`config.mk`:
```
export PLATFORM = sky130hd
export DESIGN_NAME = pipe_hazard_ctrl_flat
export DESIGN_NICKNAME = d
export VERILOG_FILES = /design/src/rtl/pipe_hazard_ctrl_if.sv /design/src/rtl/pipe_hazard_ctrl.sv /design/src/flat_wrapper.sv
export SDC_FILE = /design/constraint.sdc
export NUM_CORES = 1
export LEC_CHECK = 0
export ABC_AREA = 0
export BUFFER_PORTS_ARGS = -buffer_cell sky130_fd_sc_hd__buf_2
export CAP_MARGIN = 20
export CORE_ASPECT_RATIO = 2
export CORE_MARGIN = 1.5
export CORE_UTILIZATION = 35
export CTS_BUF_LIST = sky130_fd_sc_hd__clkbuf_8
export CTS_CLUSTER_DIAMETER = 80
export CTS_CLUSTER_SIZE = 30
export DETAILED_ROUTE_END_ITERATION = 10
export PLACE_DENSITY = 0.6
export SYNTH_ARGS = -nofsm -noshare
export SYNTH_HDL_FRONTEND = slang
export SYNTH_SLANG_ARGS = --single-unit
```
`constraint.sdc`:
```
create_clock -name CLOCK_50 -period 6.75 [get_ports CLOCK_50]
set_input_delay 0.675 -clock CLOCK_50 [delete_from_list [all_inputs] [get_ports CLOCK_50]]
set_output_delay 0.675 -clock CLOCK_50 [all_outputs]
set_load 0.02 [all_outputs]
```
`src/rtl/pipe_hazard_ctrl_if.sv`:
```
`default_nettype none
// ============================================================================
// pipe_hazard_ctrl_if : fetch/decode side bundle for the hazard controller
// Rev 1.0
// ============================================================================
interface pipe_hazard_ctrl_if #(
  parameter int N     = 64,
  parameter int CNT_W = 32
);
  logic [31:0]      fetch_instr;
  logic [N-1:0]     fetch_pc;
  logic             reg2loc;
  logic             br_taken;
  logic             pc_write;
  logic [31:0]      ifid_instr;
  logic [N-1:0]     ifid_pc;
  logic             ifid_valid;
  logic             idex_bubble;
  logic [2:0]       flush_vec;
  logic             hazard;
  logic [CNT_W-1:0] stall_cnt;
  logic [CNT_W-1:0] flush_cnt;

  modport master (
    output fetch_instr, fetch_pc, reg2loc, br_taken,
    input  pc_write, ifid_instr, ifid_pc, ifid_valid, idex_bubble,
           flush_vec, hazard, stall_cnt, flush_cnt
  );

  modport slave (
    input  fetch_instr, fetch_pc, reg2loc, br_taken,
    output pc_write, ifid_instr, ifid_pc, ifid_valid, idex_bubble,
           flush_vec, hazard, stall_cnt, flush_cnt
  );
endinterface
`default_nettype wire

```
`src/rtl/pipe_hazard_ctrl.sv`:
```
`default_nettype none
// ============================================================================
// pipe_hazard_ctrl : IF/ID register, load-use stall and taken-branch flush
// Rev 1.0
// ============================================================================
module pipe_hazard_ctrl #(
  parameter int N           = 64,
  parameter int FLUSH_DEPTH = 3,
  parameter int CNT_W       = 32
) (
  input  logic              CLOCK_50,
  input  logic              reset,
  pipe_hazard_ctrl_if.slave bus
);
  localparam logic [10:0]      LDUR_OP    = 11'b11111000010;
  localparam logic [7:0]       CBZ_OP     = 8'b10110100;
  localparam logic [4:0]       XZR        = 5'd31;
  localparam logic [2:0]       FLUSH_MASK = 3'((1 << FLUSH_DEPTH) - 1);
  localparam logic [CNT_W-1:0] CNT_ONE    = CNT_W'(1);

  generate
    if (FLUSH_DEPTH < 1 || FLUSH_DEPTH > 3) begin : g_bad_flush_depth
      $error("pipe_hazard_ctrl: FLUSH_DEPTH must be in 1..3");
    end
  endgenerate

  logic [31:0]      ifid_instr;
  logic [N-1:0]     ifid_pc;
  logic             ifid_valid;
  logic             idex_ld;
  logic [4:0]       idex_rd;
  logic [CNT_W-1:0] stall_cnt;
  logic [CNT_W-1:0] flush_cnt;

  logic             is_ldur;
  logic             rn_used;
  logic [4:0]       rn;
  logic [4:0]       rs2;
  logic             hazard;

  always_comb begin
    is_ldur = (ifid_instr[31:21] == LDUR_OP);
    rn_used = (ifid_instr[31:24] != CBZ_OP);
    rn      = ifid_instr[9:5];
    rs2     = bus.reg2loc ? ifid_instr[4:0] : ifid_instr[20:16];
    hazard  = ifid_valid & idex_ld & (idex_rd != XZR) &
              ((rn_used & (idex_rd == rn)) | (idex_rd == rs2));
  end

  // Branch flush outranks the stall, so the PC is always released on br_taken.
  assign bus.hazard      = hazard;
  assign bus.pc_write    = bus.br_taken | ~hazard;
  assign bus.idex_bubble = bus.br_taken | hazard;
  assign bus.flush_vec   = bus.br_taken ? FLUSH_MASK : 3'b000;
  assign bus.ifid_instr  = ifid_instr;
  assign bus.ifid_pc     = ifid_pc;
  assign bus.ifid_valid  = ifid_valid;
  assign bus.stall_cnt   = stall_cnt;
  assign bus.flush_cnt   = flush_cnt;

  always_ff @(posedge CLOCK_50 or negedge reset) begin
    if (!reset) begin
      ifid_instr <= '0;
      ifid_pc    <= '0;
      ifid_valid <= 1'b0;
      idex_ld    <= 1'b0;
      idex_rd    <= '0;
      stall_cnt  <= '0;
      flush_cnt  <= '0;
    end else if (bus.br_taken) begin
      ifid_instr <= '0;
      ifid_pc    <= '0;
      ifid_valid <= 1'b0;
      idex_ld    <= 1'b0;
      if (flush_cnt != '1) flush_cnt <= flush_cnt + CNT_ONE;
    end else if (hazard) begin
      // IF/ID holds; the bubble clears the load so the stall self-terminates.
      idex_ld <= 1'b0;
      if (stall_cnt != '1) stall_cnt <= stall_cnt + CNT_ONE;
    end else begin
      ifid_instr <= bus.fetch_instr;
      ifid_pc    <= bus.fetch_pc;
      ifid_valid <= 1'b1;
      idex_ld    <= ifid_valid & is_ldur;
      idex_rd    <= ifid_instr[4:0];
    end
  end
endmodule
`default_nettype wire

```
`src/flat_wrapper.sv`:
```
// flat-port wrapper written by rule: the top's interface ports become plain ports
module pipe_hazard_ctrl_flat 
#(
  parameter int N           = 64,
  parameter int FLUSH_DEPTH = 3,
  parameter int CNT_W       = 32
)
  (CLOCK_50, reset, bus_fetch_instr, bus_fetch_pc, bus_reg2loc, bus_br_taken, bus_pc_write, bus_ifid_instr, bus_ifid_pc, bus_ifid_valid, bus_idex_bubble, bus_flush_vec, bus_hazard, bus_stall_cnt, bus_flush_cnt);
  pipe_hazard_ctrl_if #(.N(N), .CNT_W(CNT_W)) bus_i ();
  input  logic CLOCK_50;
  input  logic reset;
  input wire logic [$bits(bus_i.fetch_instr)-1:0] bus_fetch_instr;
  input wire logic [$bits(bus_i.fetch_pc)-1:0] bus_fetch_pc;
  input wire logic [$bits(bus_i.reg2loc)-1:0] bus_reg2loc;
  input wire logic [$bits(bus_i.br_taken)-1:0] bus_br_taken;
  output wire logic [$bits(bus_i.pc_write)-1:0] bus_pc_write;
  output wire logic [$bits(bus_i.ifid_instr)-1:0] bus_ifid_instr;
  output wire logic [$bits(bus_i.ifid_pc)-1:0] bus_ifid_pc;
  output wire logic [$bits(bus_i.ifid_valid)-1:0] bus_ifid_valid;
  output wire logic [$bits(bus_i.idex_bubble)-1:0] bus_idex_bubble;
  output wire logic [$bits(bus_i.flush_vec)-1:0] bus_flush_vec;
  output wire logic [$bits(bus_i.hazard)-1:0] bus_hazard;
  output wire logic [$bits(bus_i.stall_cnt)-1:0] bus_stall_cnt;
  output wire logic [$bits(bus_i.flush_cnt)-1:0] bus_flush_cnt;
  assign bus_i.fetch_instr = bus_fetch_instr;
  assign bus_i.fetch_pc = bus_fetch_pc;
  assign bus_i.reg2loc = bus_reg2loc;
  assign bus_i.br_taken = bus_br_taken;
  assign bus_pc_write = bus_i.pc_write;
  assign bus_ifid_instr = bus_i.ifid_instr;
  assign bus_ifid_pc = bus_i.ifid_pc;
  assign bus_ifid_valid = bus_i.ifid_valid;
  assign bus_idex_bubble = bus_i.idex_bubble;
  assign bus_flush_vec = bus_i.flush_vec;
  assign bus_hazard = bus_i.hazard;
  assign bus_stall_cnt = bus_i.stall_cnt;
  assign bus_flush_cnt = bus_i.flush_cnt;
  pipe_hazard_ctrl #(.N(N), .FLUSH_DEPTH(FLUSH_DEPTH), .CNT_W(CNT_W)) u_core (.CLOCK_50(CLOCK_50), .reset(reset), .bus(bus_i));
endmodule
```
==> flow_summary.toml <==
[status]
status = "completed"

[grt]
antenna_found_initial = 0
grt_max_degree = 96
grt_pass1_vias = 6062
grt_pass1_wl_mm = 31.0
gr-usage-all-layers_pct = 18.1
grt_overflow = 0

[synth]
synth-seq-area-share_pct = 56.0
synth.distinct_cells = 38
ys_ff_latch = 167
syn_avg_cell_area_um2 = 11.4
synth.net_count = 755
synth_area_um2 = 7470
syn_inst = 653
yosys_warnings = 0

[die]
chipWidth_um = 106
start_util_pct = 35.7
die_y_um = 210
core_area_um2 = 20900
rows = 75
pin_count = 267
dieArea_um2 = 22300

[sta]
hold_slack_ns = 0.275
setup_violations = 0
drv_slew = 0
rsz0062_at_grt = "false"
clock_skew_ns = 0.0101
fmax_ghz = 0.282
fin_crit_sh_pct = 52.6
finalSetupTns_ns = 0
period_needed_ns = 3.55
worstMarginPinSlew_ns = 0.960
hold_viol_final = 0
maxSlewHeadroom_pct = 36.0

[placement]
placed_cell_area_um2 = 9020
numPortBuffers = 266
routabilityCongestion = 0.794
dp.cells = 1162
hpwl_mm = 14.4

[clocking]
cts_tree = "yes"
clk_pin_slew_ns = 0.09
cts.sinks = 167
post_cts_resized = 0
clk_latency_ns = 0.46
clockRootBuffer = "clkbuf_8"
cts_max_level = 4
cts_setup_buffers = 0
hold_buffers = 0
clockBufferDepth = 2
numCtsBuffers = 17

[layout]
n_fill_cell = 2071
final_util_pct = 44.9
nNetsFinal = 1014
finalInstanceArea_um2 = 9400
multiInputGateArea_um2 = 3080
final_cell_count_no_fill = 1194
seq_area_um2 = 4180
antenna_cells = 0
area_growth_syn_to_layout_pct = 25.9
layout-drive-gt1-share_pct = 34.4

[critical_path]
start_kind = "flip-flop"
path_class = "flip-flop to output port"
cp_slowest_cell = "or4_1"
worstPathRequired_ns = 6.07
arrival_ns = 2.87
crit_chain = "nand3_1, o211ai_1, or4_1, o41ai_4, buf_4, nor2_1, inv_1, buf_2"
crit_path_max_fanout = 29
cp_slowest_stage_delay_ns = 0.61
cp-end-kind = "output port"

[job]
maxCapViolCount = 0

[min_path]
hold_class = "input port to async pin"

[route]
wl_mm = 19.6
firstDrtPassIters = 4
vias = 5690
ant_nets = 0
first_iter_violations = 207
route.detailed.drc = 0
routedWlPerCell_um = 16.4
vias_per_cell = 4.77

[pwr]
p_leak_uw = 0.00459
peakVddDrop_mv = 0.136
power_density_nw_per_um2 = 222
-- registers in the layout, summed over array words and instances (netlist names) --
name / cells
u_core.bus.ifid_pc: 64
u_core.bus.stall_cnt: 32
u_core.bus.flush_cnt: 32
u_core.idex_rd: 5
u_core.bus.ifid_valid: 1
u_core.bus.ifid_instr: 32
u_core.idex_ld: 1
-- cells by family (layout without fill, tap and decap cells) --
kind of cell	Yosys count	in the layout	synth area share (%)
multiplexers	108	108	14.6
adder cells (fa/ha/maj)	2	2	0.335
AND/OR/NAND/NOR	255	255	17.0
flip-flops	167	167	56.0
AO/OA/AOI/OAI	5	5	0.754
buffers and inverters	44	316	2.90
XOR/XNOR	72	72	8.45
-- worst max-delay path: cells and delay by family, from the launching register on --
kind	cells	cell delay, ns
compound gates	2	0.23
buf+inv	3	0.75
flops	1	0.44
simple gates	3	0.98
-- layer usage --
metal / GRT usage, % / part of all wire (%) / vias to the layer above
li1: - / - / 2744
met1: 18.4 / 36 / 2747
met2: 34.6 / 57 / 177
met3: 4.19 / 5.1 / 22
met4: 7.22 / 2.1 / 0
met5: 0 / 0 / -
-- synthesized netlist by cell type --
cell type / instances / area share (%)
nor4b_1: 1 / 0.12
nand4_2: 1 / 0.17
or4_1: 5 / 0.50
nor2_2: 1 / 0.084
nor3_1: 10 / 0.67
and2_1: 2 / 0.17
nor4_1: 9 / 0.75
ha_1: 2 / 0.34
nor4_4: 1 / 0.28
nand3b_1: 2 / 0.20
or4_4: 3 / 0.45
o41ai_2: 1 / 0.22
mux2i_1: 101 / 14
o211a_1: 1 / 0.13
nand4_4: 1 / 0.28
and3_1: 12 / 1.0
dfrtp_1: 167 / 56
a31oi_1: 1 / 0.084
nand2b_1: 1 / 0.084
nand2_1: 28 / 1.4
and2_4: 1 / 0.12
nor3b_1: 4 / 0.40
xnor2_1: 51 / 6.0
or3_1: 2 / 0.17
inv_1: 13 / 0.65
nor2_1: 114 / 5.7
o211ai_1: 1 / 0.10
xor2_1: 21 / 2.5
o21ai_4: 1 / 0.22
nand3_1: 35 / 2.3
nand4b_1: 2 / 0.23
mux2_4: 1 / 0.20
and4_1: 3 / 0.35
mux2_2: 6 / 0.90
clkbuf_1: 14 / 0.70
buf_2: 5 / 0.34
buf_4: 12 / 1.2
nand4_1: 17 / 1.4
-- per-stage QoR --
step                      worst slack (ns)  power, uW
final                                 3.20       2090
after global routing                  3.06       2200
after CTS                             3.13       2130
after detailed placement              3.34       1430
after global placement                3.35       1420
after floorplan                       3.64       1280
-- layout by cell type (no fill, tap or decap), types with 2 or more instances in the layout --
master and count:
buf_4 6, nor3b_1 4, and4_1 3, dfrtp_1 167
clkinvlp_4 2, or4_1 5, nand3_1 35, nor3_1 10
mux2_2 6, or3_1 2, nor4_1 9, nor2_1 114
ha_1 2, buf_2 264, clkinv_4 3, and3_1 12
xnor2_1 51, nand4b_1 2, nand4_1 17, clkinv_2 3
clkbuf_8 20, nand2_1 28, xor2_1 21, inv_1 15
nand3b_1 2, or4_4 3, mux2i_1 101, and2_1 2
-- cell type report --
cell class	instances	share of cell area, %
clock inverters	12	1.09
well taps	269	3.58
multi-input cells	442	32.8
inverters	13	0.519
flip-flops and latches	167	44.4
clock buffers	20	2.93
repair buffers	271	14.7
-- where the power goes --
group | switching (uW) | internal, uW
combinational | 180 | 108
clock | 368 | 319
sequential | 60.8 | 1050
-- worst paths after layout --
check / slack, ns / start / endpoint / cells past startpoint
min in group CLOCK_50: 0.45 / bus_fetch_pc[44] / u_core.bus.ifid_pc[44] / 3
setup / recovery: 3.20 / u_core.idex_rd[1] / bus_idex_bubble / 8
hold reg to reg: 0.50 / u_core.bus.flush_cnt[8] / u_core.bus.flush_cnt[8] / 1
setup reg to reg: 3.96 / u_core.idex_rd[1] / u_core.bus.stall_cnt[1] / 7
max in group asynchronous: 4.91 / reset / u_core.bus.stall_cnt[1] / 2
hold / removal: 0.27 / reset / u_core.bus.flush_cnt[17] / 1
(Power assumes the default switching activity.)
